--- src/rtl/replacement_way_select_pkg.sv ---
// Shared cache helpers: policy encodings, constant log2 and one-hot encoding
// used by the replacement logic.
package replacement_way_select_pkg;

  localparam int POLICY_PLRU = 0;
  localparam int POLICY_RR   = 1;

  // Widest one-hot vector the encode helper accepts.
  localparam int MAX_WAYS = 64;

  function automatic int clog2_f(input int value);
    int r;
    r = 0;
    for (int i = 0; i < 31; i++) begin
      if ((1 << i) < value) r = i + 1;
    end
    return r;
  endfunction

  function automatic int onehot_to_bin(input logic [MAX_WAYS-1:0] onehot);
    int r;
    r = 0;
    for (int i = 0; i < MAX_WAYS; i++) begin
      if (onehot[i]) r = r | i;
    end
    return r;
  endfunction

endpackage

--- src/rtl/replacement_way_select_plru_tree_update.sv ---
// Combinational tree-PLRU helper: victim walk of the current tree and the
// tree after touching one way (an all-zero way leaves the tree unchanged).
module plru_tree_update
  import replacement_way_select_pkg::*;
#(
  parameter int NUMBER_OF_WAYS = 4
) (
  input  logic [NUMBER_OF_WAYS-2:0] tree_in,
  input  logic [NUMBER_OF_WAYS-1:0] way_onehot,
  output logic [NUMBER_OF_WAYS-2:0] tree_out,
  output logic [NUMBER_OF_WAYS-1:0] victim
);

  localparam int LEVELS = clog2_f(NUMBER_OF_WAYS);

  always_comb begin : victim_walk
    int   node;
    logic dir;
    node   = 0;
    dir    = 1'b0;
    victim = '0;
    for (int lvl = 0; lvl < LEVELS; lvl++) begin
      for (int k = 0; k < NUMBER_OF_WAYS - 1; k++) begin
        if (k == node) dir = tree_in[k];
      end
      node = 2 * node + 1 + int'(dir);
    end
    // Leaves are numbered after the N-1 internal nodes.
    for (int j = 0; j < NUMBER_OF_WAYS; j++) begin
      if (j == node - (NUMBER_OF_WAYS - 1)) victim[j] = 1'b1;
    end
  end

  always_comb begin : touch_walk
    int node;
    int way;
    int dir;
    tree_out = tree_in;
    node     = 0;
    dir      = 0;
    way      = onehot_to_bin(MAX_WAYS'(way_onehot));
    if (way_onehot != '0) begin
      for (int lvl = 0; lvl < LEVELS; lvl++) begin
        dir = (way >> (LEVELS - 1 - lvl)) & 1;
        for (int k = 0; k < NUMBER_OF_WAYS - 1; k++) begin
          if (k == node) tree_out[k] = (dir == 0);
        end
        node = 2 * node + 1 + dir;
      end
    end
  end

endmodule

--- src/rtl/replacement_way_select.sv ---
// Registered per-set way allocator: lowest empty way first, otherwise a
// tree-PLRU or round-robin victim, with replacement state kept per set.
module replacement_way_select
  import replacement_way_select_pkg::*;
#(
  parameter int NUMBER_OF_WAYS = 4,
  parameter int INDEX_BITS     = 6,
  parameter int POLICY         = 0
) (
  input  logic                              clock,
  input  logic                              reset,
  input  logic                              req_valid,
  input  logic [INDEX_BITS-1:0]             req_index,
  input  logic [NUMBER_OF_WAYS-1:0]         ways_in_use,
  input  logic                              access_valid,
  input  logic [INDEX_BITS-1:0]             access_index,
  input  logic [NUMBER_OF_WAYS-1:0]         access_way,
  output logic                              resp_valid,
  output logic [NUMBER_OF_WAYS-1:0]         resp_way,
  output logic [clog2_f(NUMBER_OF_WAYS)-1:0] resp_way_encoded,
  output logic                              resp_was_empty
);

  localparam int WAY_BITS = clog2_f(NUMBER_OF_WAYS);
  localparam int SETS     = 2 ** INDEX_BITS;

  logic [NUMBER_OF_WAYS-2:0] plru_q [SETS];
  logic [NUMBER_OF_WAYS-2:0] plru_d [SETS];
  logic [WAY_BITS-1:0]       rr_q   [SETS];
  logic [WAY_BITS-1:0]       rr_d   [SETS];

  logic                      resp_valid_q, resp_valid_d;
  logic [NUMBER_OF_WAYS-1:0] resp_way_q, resp_way_d;
  logic [WAY_BITS-1:0]       resp_enc_q, resp_enc_d;
  logic                      resp_empty_q, resp_empty_d;

  logic [NUMBER_OF_WAYS-2:0] req_tree, acc_tree, acc_tree_next;
  logic [NUMBER_OF_WAYS-2:0] alloc_tree_in, alloc_tree_next;
  logic [NUMBER_OF_WAYS-1:0] acc_way_gated, acc_victim, alloc_victim;
  logic [NUMBER_OF_WAYS-1:0] plru_victim, rr_victim;
  logic [NUMBER_OF_WAYS-1:0] free_ways, empty_oh, chosen_way;
  logic                      set_full, same_set;

  assign req_tree      = plru_q[req_index];
  assign acc_tree      = plru_q[access_index];
  assign same_set      = (access_index == req_index);
  assign acc_way_gated = access_valid ? access_way : '0;

  // On a shared set the allocation touch is layered on top of the access
  // touch, while the victim still comes from the untouched tree; the access
  // instance sees exactly that tree when the indices match.
  assign alloc_tree_in = same_set ? acc_tree_next : req_tree;
  assign plru_victim   = same_set ? acc_victim : alloc_victim;

  plru_tree_update #(.NUMBER_OF_WAYS(NUMBER_OF_WAYS)) u_access_update (
    .tree_in    (acc_tree),
    .way_onehot (acc_way_gated),
    .tree_out   (acc_tree_next),
    .victim     (acc_victim)
  );

  plru_tree_update #(.NUMBER_OF_WAYS(NUMBER_OF_WAYS)) u_alloc_update (
    .tree_in    (alloc_tree_in),
    .way_onehot (chosen_way),
    .tree_out   (alloc_tree_next),
    .victim     (alloc_victim)
  );

  assign free_ways = ~ways_in_use;
  assign empty_oh  = free_ways & (ways_in_use + NUMBER_OF_WAYS'(1));
  assign set_full  = (free_ways == '0);

  always_comb begin
    rr_victim = '0;
    for (int j = 0; j < NUMBER_OF_WAYS; j++) begin
      rr_victim[j] = (rr_q[req_index] == WAY_BITS'(j));
    end
  end

  always_comb begin
    chosen_way = empty_oh;
    if (set_full) chosen_way = (POLICY == POLICY_RR) ? rr_victim : plru_victim;
  end

  always_comb begin
    plru_d = plru_q;
    rr_d   = rr_q;
    if (POLICY == POLICY_PLRU) begin
      if (access_valid) plru_d[access_index] = acc_tree_next;
      if (req_valid)    plru_d[req_index]    = alloc_tree_next;
    end else if (req_valid && set_full) begin
      rr_d[req_index] = rr_q[req_index] + WAY_BITS'(1);
    end
  end

  always_comb begin
    resp_valid_d = req_valid;
    resp_way_d   = resp_way_q;
    resp_enc_d   = resp_enc_q;
    resp_empty_d = resp_empty_q;
    if (req_valid) begin
      resp_way_d   = chosen_way;
      resp_enc_d   = WAY_BITS'(onehot_to_bin(MAX_WAYS'(chosen_way)));
      resp_empty_d = ~set_full;
    end
  end

  always_ff @(posedge clock or posedge reset) begin
    if (reset) begin
      resp_valid_q <= 1'b0;
      resp_way_q   <= '0;
      resp_enc_q   <= '0;
      resp_empty_q <= 1'b0;
      for (int s = 0; s < SETS; s++) begin
        plru_q[s] <= '0;
        rr_q[s]   <= '0;
      end
    end else begin
      resp_valid_q <= resp_valid_d;
      resp_way_q   <= resp_way_d;
      resp_enc_q   <= resp_enc_d;
      resp_empty_q <= resp_empty_d;
      plru_q       <= plru_d;
      rr_q         <= rr_d;
    end
  end

  assign resp_valid       = resp_valid_q;
  assign resp_way         = resp_way_q;
  assign resp_way_encoded = resp_enc_q;
  assign resp_was_empty   = resp_empty_q;

endmodule

--- config.mk ---
export PLATFORM = sky130hd
export DESIGN_NAME = replacement_way_select
export DESIGN_NICKNAME = d
export VERILOG_FILES = /design/src/rtl/replacement_way_select_pkg.sv /design/src/rtl/replacement_way_select_plru_tree_update.sv /design/src/rtl/replacement_way_select.sv
export SDC_FILE = /design/constraint.sdc
export NUM_CORES = 1
export LEC_CHECK = 0
export CAP_MARGIN = 20
export CORE_AREA = 5 5 161 163
export DETAILED_ROUTE_END_ITERATION = 8
export DIE_AREA = 0 0 166 168
export GPL_TIMING_DRIVEN = 0
export PLACE_DENSITY = 0.77
export SLEW_MARGIN = 10
export SYNTH_ARGS = -nofsm -noshare
export SYNTH_HDL_FRONTEND = slang
export SYNTH_SLANG_ARGS = --single-unit
--- constraint.sdc ---
create_clock -name clock -period 6.7 [get_ports clock]
set_input_delay 1.005 -clock clock [delete_from_list [all_inputs] [get_ports clock]]
set_output_delay 1.005 -clock clock [all_outputs]
set_load 0.01 [all_outputs]
==> results.json <==
{
  "max-vdd-ir-drop_uv": 201,
  "yosysTopAreaCell": "dfrtp_1",
  "crit_arrival_ns": 6.37,
  "yosysTopAreaCellShare_pct": 36.6,
  "finalHoldViolCount": 0,
  "r2r_end": "plru_q[34]",
  "whs_path_depth": 1,
  "path_cells": "clkdlybuf4s50_1, buf_2, buf_4, buf_2, buf_1, o21ai_1, a211o_1, nor3_1, a2111oi_4, nor3_4, buf_8, buf_6, mux2i_1",
  "netSwitchingFraction_pct": 38.9,
  "wire_per_inst_um": 34.7,
  "netlist_area_sq_mm": 0.0137,
  "routed-via-count": 13412,
  "p_int_mw": 2.52,
  "synth_nets": 1443,
  "timing.final.ws_setup_ns": 0.661,
  "dp_hpwl_mm": 43.2,
  "r2r_cells": 9,
  "hold-worst-slack_ns": 0.531,
  "via_per_inst": 7.42,
  "boundaryPins": 32,
  "die_width_um": 166,
  "criticalPathCategory": "input port to register",
  "ys_ff_latch": 200,
  "fillers": 1992,
  "syn_to_final_growth_pct": 10.2,
  "ys_top_cells_by_count": "mux2i_1 (224), dfrtp_1 (200), nor2_1 (149)",
  "tritoncts.num_buffers": 17,
  "synth_most_common_cell": "mux2i_1",
  "core_area_sq_mm": 0.0242,
  "hp-start": "resp_way[0]",
  "powerDensity_mw_per_mm2": 274,
  "drtPass1Iterations": 7,
  "worstPathMaxFanout": 10,
  "dp_worst_setup_slack_ns": 0.542,
  "worst_clock_skew_ns": 0.0173,
  "synthFlopType": "dfrtp_1",
  "fin_crit_sh_pct": 90.1,
  "start_util_pct": 56.6,
  "cts_max_level": 4,
  "tightest_slew_ns": 1.09,
  "die_area_sq_mm": 0.0279,
  "netlist_instances": 1419,
  "grt_use_total_pct": 44.0,
  "ctsLongestPathBuffers": 2,
  "diodes": 0,
  "async_reset_ff_share_pct": 100,
  "maxSlewHeadroom_pct": 27.0,
  "cp-start-kind": "input port",
  "synth-edff-count": 0,
  "status": "completed",
  "p_seq_share_pct": 43.5,
  "grt_setup_unrepaired": "no",
  "layout.nets": 1494,
  "grt_antenna_before_repair": 1,
  "tritoncts": "done",
  "clock_sinks": 200,
  "min_path_type": "register to register",
  "cp_slowest_stage_delay_ns": 0.77,
  "grt_pass1_vias": 12980,
  "drive_gt1_share_pct": 12.2,
  "overflow": 0,
  "maxSlewViolCount": 0,
  "place_area_sq_mm": 0.0144,
  "cts-root-buf": "clkbuf_16",
  "reg2reg_from": "plru_q[145]",
  "ys_types": 75,
  "drt-initial-drc-count": 2511,
  "port_buffers": 27,
  "clkLatencyLatePin_ns": 0.47,
  "ctsResizeCount": 0,
  "hold_buffers": 0,
  "fp-row-count": 57,
  "p_leak_nw": 5.95,
  "regToRegSetupSlack_ns": 2.66,
  "crit_slowest_cell": "buf_1",
  "postSynthAreaPerCell_sq_um": 9.65,
  "period_minus_slack_ns": 6.04,
  "timing.fmax_mhz": 166,
  "crit_required_ns": 7.03,
  "die_h_um": 168,
  "power_switching_mw": 1.60,
  "yosys_warnings": 0,
  "clk_pin_slew_ns": 0.08,
  "yosysSeqAreaShare_pct": 36.6,
  "place.gp.congestion": 1.06,
  "grt_pass1_wl_mm": 90.2,
  "whs_endpoint": "resp_way[0]",
  "finish.instance_area_sq_mm": 0.0151,
  "clock_power_share_pct": 27.6,
  "yosys-top-cells-area": "dfrtp_1 (37%), mux2i_1 (16%), mux4_2 (5.9%)",
  "p_comb_share_pct": 28.9,
  "drc_errors": 0,
  "finalSetupViolations": 0,
  "antenna_left": 0,
  "grt_max_degree": 116,
  "critPathCaptureType": "register",
  "drt_wl_total_mm": 62.7,
  "cp_common_cell": "buf_2",
  "cts_post_setup_buffers_inserted": 0,
  "maxCapViolCount": 0
}
-- power by group through the flow --
| stage | Clock (mW) | Sequential, mW | Combinational, mW |
|---|---|---|---|
| floorplan | 0 | 1.63 | 0.792 |
| global placement | 0 | 1.77 | 1.10 |
| detailed placement | 0 | 1.78 | 1.14 |
| CTS | 1.13 | 1.76 | 1.14 |
| global route | 1.19 | 1.80 | 1.25 |
| finish | 1.14 | 1.80 | 1.19 |
-- state kept, by name, summed over array words and instances, names as in the netlist --
signal            count
resp_way_encoded      2
resp_was_empty        1
resp_valid            1
resp_way              4
plru_q              192
-- area by class of cell --
cell class | instances | area [sq um] | share of cell area (%)
Clock inverter | 14 | 199 | 1.32
Buffer | 108 | 601 | 3.98
Multi-Input combinational cell | 1100 | 8050 | 53.4
Clock buffer | 18 | 439 | 2.91
Sequential cell | 200 | 5000 | 33.2
Inverter | 11 | 48.8 | 0.324
Tap cell | 324 | 405 | 2.69
Timing Repair Buffer | 32 | 337 | 2.23
-- placed cells by master, fill, tap and decap left out, drive strengths merged, types with 7 or more instances in the layout --
| cell | n |
|---|---|
| o22a | 7 |
| a22oi | 31 |
| dfrtp | 200 |
| clkdlybuf4s50 | 27 |
| buf | 73 |
| nand3b | 10 |
| o21ai | 82 |
| mux4 | 36 |
| a32oi | 7 |
| mux2i | 225 |
| nor3b | 9 |
| a21oi | 93 |
| nor2b | 52 |
| mux2 | 33 |
| nand2 | 123 |
| inv | 14 |
| o22ai | 9 |
| and2 | 10 |
| a221oi | 17 |
| clkinv | 10 |
| a31oi | 8 |
| nand3 | 21 |
| nor2 | 151 |
| clkbuf | 58 |
| and3 | 16 |
| a211oi | 72 |
-- worst max path at each step --
| stage | start | to | cells past startpoint |
|---|---|---|---|
| finish | req_index[1] | plru_q[86] | 13 |
| global placement | reset | resp_way[3] | 2 |
| detailed placement | req_index[1] | plru_q[86] | 13 |
| CTS | req_index[1] | plru_q[86] | 13 |
| global route | req_index[1] | plru_q[86] | 13 |
| floorplan | reset | plru_q[0] | 1 |
-- logic make-up (layout without fill, tap and decap cells) --
family,Yosys count,after routing,share of synthesized area [%]
simple gates,434,434,15.6
compound gates,366,366,17.7
mux,294,294,25.1
xor+xnor,6,6,0.384
buf+inv,119,183,4.69
flops,200,200,36.6
-- worst max-delay path, delay by kind of cell --
kind,cells,cell delay (ns)
AO/OA/AOI/OAI,3,0.88
buffers and inverters,7,3.05
multiplexers,1,0.10
AND/OR/NAND/NOR,2,1.30
-- per-layer routing --
layer / global-route usage (%) / part of all wire [%]
met5: 0 / 0.030
met4: 27.6 / 8.6
met3: 14.3 / 14
met2: 62.3 / 40
met1: 58.4 / 37
-- per-stage QoR --
step | std cells | TNS [ns] | total power [mW] | utilization [%]
detailed placement | 1775 | 0 | 2.91 | 59.7
CTS | 1807 | 0 | 4.03 | 62.4
global route | 1807 | 0 | 4.24 | 62.4
finish | 1807 | 0 | 4.13 | 62.4
floorplan | 1419 | 0 | 2.42 | -
global placement | 1770 | -494.14 | 2.87 | 59.4
Power figures use the tool's default switching activity.
